File: src/rtl/beep_driver.sv
// Buzzer pattern generator: plays beep_count tone bursts separated by silent gaps, then pulses done.
// Optional BEEP_ABORT_EN adds an abort input that cancels a running pattern without done.
module beep_driver #(
    parameter int unsigned TONE_DIV   = 25000,
    parameter int unsigned ON_CYCLES  = 5000000,
    parameter int unsigned OFF_CYCLES = 5000000
) (
    input  logic       clk,
    input  logic       rst,
    input  logic       start,
    input  logic [2:0] beep_count,
`ifdef BEEP_ABORT_EN
    input  logic       abort,
`endif
    output logic       busy,
    output logic       buzzer,
    output logic       done
);

    localparam int unsigned PhaseMax = (ON_CYCLES > OFF_CYCLES) ? ON_CYCLES : OFF_CYCLES;
    localparam int unsigned PW       = $clog2(PhaseMax + 1);
    localparam int unsigned TW       = $clog2(TONE_DIV + 1);

    localparam logic [PW-1:0] OnLast   = PW'(ON_CYCLES - 1);
    localparam logic [PW-1:0] OffLast  = PW'(OFF_CYCLES - 1);
    localparam logic [TW-1:0] ToneLast = TW'(TONE_DIV - 1);

    typedef enum logic [1:0] {StIdle, StOn, StOff} state_e;

    state_e        state_q, state_d;
    logic [PW-1:0] phase_q, phase_d;
    logic [TW-1:0] tone_q, tone_d;
    logic [2:0]    rem_q, rem_d;
    logic          buzzer_q, buzzer_d;
    logic          busy_q, busy_d;
    logic          done_q, done_d;
    logic          abort_req;

`ifdef BEEP_ABORT_EN
    assign abort_req = abort;
`else
    assign abort_req = 1'b0;
`endif

    // Outputs are computed one cycle ahead so every pin comes straight from a flop.
    always_comb begin
        state_d  = state_q;
        phase_d  = phase_q;
        tone_d   = tone_q;
        rem_d    = rem_q;
        buzzer_d = 1'b0;
        done_d   = 1'b0;
        unique case (state_q)
            StIdle: begin
                if (start && beep_count != 3'd0) begin
                    state_d  = StOn;
                    rem_d    = beep_count;
                    phase_d  = '0;
                    tone_d   = '0;
                    buzzer_d = 1'b1;
                end
            end
            StOn: begin
                if (abort_req) begin
                    state_d = StIdle;
                end else if (phase_q == OnLast) begin
                    phase_d = '0;
                    if (rem_q > 3'd1) begin
                        rem_d   = rem_q - 3'd1;
                        state_d = StOff;
                    end else begin
                        state_d = StIdle;
                        done_d  = 1'b1;
                    end
                end else begin
                    phase_d = phase_q + 1'b1;
                    if (tone_q == ToneLast) begin
                        tone_d   = '0;
                        buzzer_d = ~buzzer_q;
                    end else begin
                        tone_d   = tone_q + 1'b1;
                        buzzer_d = buzzer_q;
                    end
                end
            end
            StOff: begin
                if (abort_req) begin
                    state_d = StIdle;
                end else if (phase_q == OffLast) begin
                    state_d  = StOn;
                    phase_d  = '0;
                    tone_d   = '0;
                    buzzer_d = 1'b1;
                end else begin
                    phase_d = phase_q + 1'b1;
                end
            end
            default: state_d = StIdle;
        endcase
        busy_d = (state_d != StIdle);
    end

    always_ff @(posedge clk) begin
        if (rst) begin
            state_q  <= StIdle;
            phase_q  <= '0;
            tone_q   <= '0;
            rem_q    <= '0;
            buzzer_q <= 1'b0;
            busy_q   <= 1'b0;
            done_q   <= 1'b0;
        end else begin
            state_q  <= state_d;
            phase_q  <= phase_d;
            tone_q   <= tone_d;
            rem_q    <= rem_d;
            buzzer_q <= buzzer_d;
            busy_q   <= busy_d;
            done_q   <= done_d;
        end
    end

    assign busy   = busy_q;
    assign buzzer = buzzer_q;
    assign done   = done_q;

endmodule

File: config.mk
export PLATFORM = sky130hd
export DESIGN_NAME = beep_driver
export DESIGN_NICKNAME = d
export VERILOG_FILES = /design/src/rtl/beep_driver.sv
export SDC_FILE = /design/constraint.sdc
export NUM_CORES = 1
export LEC_CHECK = 0
export BUFFER_PORTS_ARGS = -buffer_cell sky130_fd_sc_hd__buf_4
export CAP_MARGIN = 40
export CORE_MARGIN = 4
export CORE_UTILIZATION = 53
export CTS_BUF_LIST = sky130_fd_sc_hd__clkbuf_8
export CTS_CLUSTER_SIZE = 40
export DETAILED_ROUTE_END_ITERATION = 8
export GPL_TIMING_DRIVEN = 0
export HOLD_SLACK_MARGIN = 0.06
export PLACE_DENSITY = 0.7
export SLEW_MARGIN = 20
export SYNTH_ARGS = -nofsm -noshare
export SYNTH_HDL_FRONTEND = slang
export SYNTH_SLANG_ARGS = --single-unit
File: constraint.sdc
create_clock -name clk -period 2.85 [get_ports clk]
set_input_delay 0.57 -clock clk [delete_from_list [all_inputs] [get_ports clk]]
set_output_delay 0.57 -clock clk [all_outputs]
set_load 0.01 [all_outputs]
# After elaboration in Yosys (flattened, before gate mapping)
# Index checks and enable logic that the tools add are counted.
[op_classes]
add_sub_neg = 3
order_cmp = 1
eq_ne = 10
mux = 23
bitwise = 3
n_reduce_logical = 12
[op_table]
columns = ["op", "n"]
rows = [
  ["$mux W15", 4],
  ["$mux W23", 2],
  ["$pmux W23 S2", 1],
  ["$pmux W15 S3", 1],
  ["$add A23 B1 Y23 const B", 1],
  ["$eq A23 B23 Y1 const B", 1],
  ["$add A15 B1 Y15 const B", 1],
  ["$eq A15 B15 Y1 const B", 1],
  ["$ne A2 B2 Y1 const B", 5],
  ["$mux W3", 3],
  ["$mux W2", 4],
  ["$reduce_and A4 Y1", 2],
  ["$pmux W2 S3", 1],
  ["$pmux W3 S2", 1],
  ["$reduce_bool A2 Y1", 3],
  ["$reduce_bool A3 Y1", 2],
  ["$mux W1", 5],
  ["$gt A3 B1 Y1 const B", 1],
  ["$ne A3 B3 Y1 const B", 1],
  ["$not A1 Y1", 3],
  ["$pmux W1 S3", 1],
  ["$reduce_or A3 Y1", 1],
  ["$sub A3 B1 Y3 const B", 1],
  ["$eq A2 B1 Y1 const B", 1],
  ["other kinds (5)", 5],
]
[word_totals]
ff_bits = 46
in_bits = 6

# Depth between registers and ports, before layout
[logic_depth]
word_depth = 5
mapped_depth = 8

# Worst setup path after synthesis
# Ideal clock, no wire load.
[synth_timing]
kind = "flip-flop to flip-flop"
from = "register state_q[0]"
to = "register phase_q[11]"
arrival_time_ps = 2182
required_ps = 2779
slack_ps = 597
stages_incl_launch_ff = 8
period_less_slack_ps = 2253
path_cell_list = "dfxtp_1 > inv_1 > ha_1 > nand2b_1 > a2111oi_4 > nand2_1 > or4b_1 > a21oi_1"
[synth_between]
elab_chain_len = 4
[synth_rtl]
columns = ["element", "line", "rtl"]
rows = [
  ["start: declaration", "30", "state_e state_q, state_d;"],
  ["start signal: assignment", "105", "state_q <= StIdle;"],
  ["start signal: assignment", "113", "state_q <= state_d;"],
  ["$eq A2 B2 Y1 / $eq A2 B1 Y1 (equally long branches)", "53", "unique case (state_q)"],
  ["$reduce_or A2 Y1 (no source line)", "-", ""],
  ["$reduce_bool A2 Y1 (no source line)", "-", ""],
  ["$reduce_and A2 Y1 (no source line)", "-", ""],
  ["end signal: assignment", "114", "phase_q <= phase_d;"],
  ["end: declaration", "31", "logic [PW-1:0] phase_q, phase_d;"],
]
# Several ways; a longest one is shown, not always the timed one.
# A chain may end at the register's enable or synchronous reset.

# Worst setup path after layout
# Ends and elaborated chain as after synthesis.

==> flow_summary.yaml <==
run_status:
  status: "finished clean"
timing:
  clock_skew_ns: 0.00531
  holdWs_ns: 0.499
  fmax_mhz: 387
  rsz0062_at_grt: "no"
  tightest_slew_ns: 0.872
  setup_viol: 0
  finalCriticalPeriod_ns: 2.58
  slew_violations: 0
  fin_crit_sh: 0.906
  finalSetupTns_ns: 0
  max_slew_margin: 0.418
  final_hold_viol_count: 0
synthesis:
  ys.flop_type: "dfxtp_1"
  async_reset_ff_frac: 0
  ys_seq_elements: 46
  yosys-top-cells-area: "dfxtp_1 (35%), xor2_1 (4.6%), ha_1 (4.2%)"
  syn_area_um2: 2660
  yosysUniqueCellTypes: 62
  syn_nets: 313
  avgSynthCellArea_um2: 8.93
  synth_edf_count: 0
  synth_top_area_share: 0.346
  ys_seq_area_frac: 0.346
  synth_cells: 298
  yosys_warnings: 0
  yosysTopAreaCell: "dfxtp_1"
floorplan:
  die_area_um2: 6220
  core_area_um2: 4790
  die_h_um: 78.9
  start_util: 0.556
  die_x_um: 78.9
  num_rows: 25
  io_pins: 9
critical_path:
  worstSetupPathType: "register to register"
  critPathLaunchType: "register"
  ff2ff_setup_slack_ns: 0.27
  cp_max_fo: 8
  crit_path_end_kind: "register"
  worst_ep_required_time_ns: 3.09
  cp.arrival_ns: 2.82
routing:
  wl_per_cell_um: 15.2
  vias_per_cell: 5.95
  drt_iter0_drc: 123
  drc: 0
  vias: 2266
  drtAntennaViolNets: 0
  firstDrtPassIters: 4
  wl_mm: 5.78
pwr:
  power_mw: 1.33
  ir_drop_mv: 0.304
  power_per_cell_area_nw_per_um2: 456
  leakage_nw: 1.06
cells_and_area:
  final_layout_size_suffix_gt1_frac: 0.121
  fin_nets: 328
  fin_cells: 381
  fillers: 419
  final_cell_mix: "dfxtp_1 (46), nor2_1 (29), nand2_1 (20), nand3_1 (16)"
  area_growth_pct: 9.69
  antennaDiodeCount: 0
  layout_commonest_cell: "dfxtp_1"
  fin_util: 0.610
worst_hold_path:
  hold_class: "register to register"
grt:
  overflow: 0
  grt.total_usage: 0.198
  grt_max_degree: 16
  grt_pass1_wl_mm: 9.95
  antenna_found_initial: 0
  grt_pass1_vias: 2161
place:
  routabilityCongestion: 0.843
  io_buffer_count: 8
  place_inst: 373
  hpwl_mm: 4.14
clock_network:
  clk_latency_ns: 0.30
  cts_tree: "done"
  clk_pin_slew_worst_paths_ns: 0.09
  cts_resized: 0
  cts_root_buf: "clkbuf_8"
  cts_hold_buf: 0
  htreeDepth: 2
  cts_buffers: 5
  clkSinkCount: 46
  clock_tree.buffer_depth: 2
  cts_setup_buffers: 0
run:
  cap_violations: 0
Yosys cell counts, types with 4 or more instances:
library cell  instances
a211o_1               9
a211oi_1              7
a21oi_1               8
and2_1                4
and3_1               13
dfxtp_1              46
ha_1                  9
inv_1                12
nand2_1              20
nand3_1              16
nand4_1              14
nor2_1               29
nor3_1               11
nor4b_1               4
o211ai_1              5
o21ai_0               4
o21ai_1               4
or4b_1                4
xnor2_1               4
xor2_1               14
per-layer routing:
layer,up-vias,wire length [µm],GRT usage
met5,-,0,0
met4,0,63,0.0653
met3,6,201,0.0340
met2,45,2680,0.328
met1,1066,2830,0.262
li1,1149,-,-
sequential cells by signal, summed over array words and instances, names as in the netlist:
name,flops
buzzer,1
tone_q,15
phase_q,23
state_q,2
rem_q,3
done,1
busy,1
area by class of cell:
type	instances	area, µm²	area share
clock inverter	3	45.0	0.0154
clock buffer	5	68.8	0.0236
timing repair buffer	8	60.1	0.0206
buffer	10	66.3	0.0227
multi-input combinational	230	1630	0.558
sequential	46	921	0.315
tap	67	83.8	0.0287
inverter	12	45.0	0.0154
through the flow:
| stage | area [µm²] | setup WS (ns) |
|---|---|---|
| CTS | 2920 | 0.264 |
| global placement | 2810 | 0.298 |
| finish | 2920 | 0.267 |
| global route | 2920 | 0.0386 |
| floorplan | 2660 | 0.597 |
| detailed placement | 2810 | 0.294 |
worst max-delay path, stage by stage, from the launching register on:
cell	delay, ns
dfxtp_1	0.44
inv_1	0.11
ha_1	0.33
nand2b_1	0.29
a2111oi_4	0.61
nand2_1	0.13
or4b_1	0.47
a21oi_1	0.14
kinds of logic after synthesis:
logic type,count (synthesis),share of synthesized area
AO/OA/AOI/OAI,63,0.208
XOR/XNOR,18,0.0592
adder cells (fa/ha/maj),9,0.0423
buffers and inverters,22,0.0418
flip-flops,46,0.346
multiplexers,2,0.00752
AND/OR/NAND/NOR,138,0.295
report_power, final:
group	total (mW)	switching, mW	internal, mW
clock network	0.500	0.239	0.261
logic	0.162	0.102	0.0597
registers	0.670	0.0140	0.656
total	1.33	0.355	0.977
path summary, 6_finish.rpt:
check	startpoint	end	cells after the start
max reg2reg	state_q[0]$_SDFF_PP0_	phase_q[11]$_SDFFE_PP0P_	7
max	state_q[0]$_SDFF_PP0_	phase_q[11]$_SDFFE_PP0P_	7
min reg2reg	buzzer$_SDFFE_PP0P_	buzzer$_SDFFE_PP0P_	2
min	buzzer$_SDFFE_PP0P_	buzzer$_SDFFE_PP0P_	2
No activity file was read; power rests on OpenSTA's default activity.
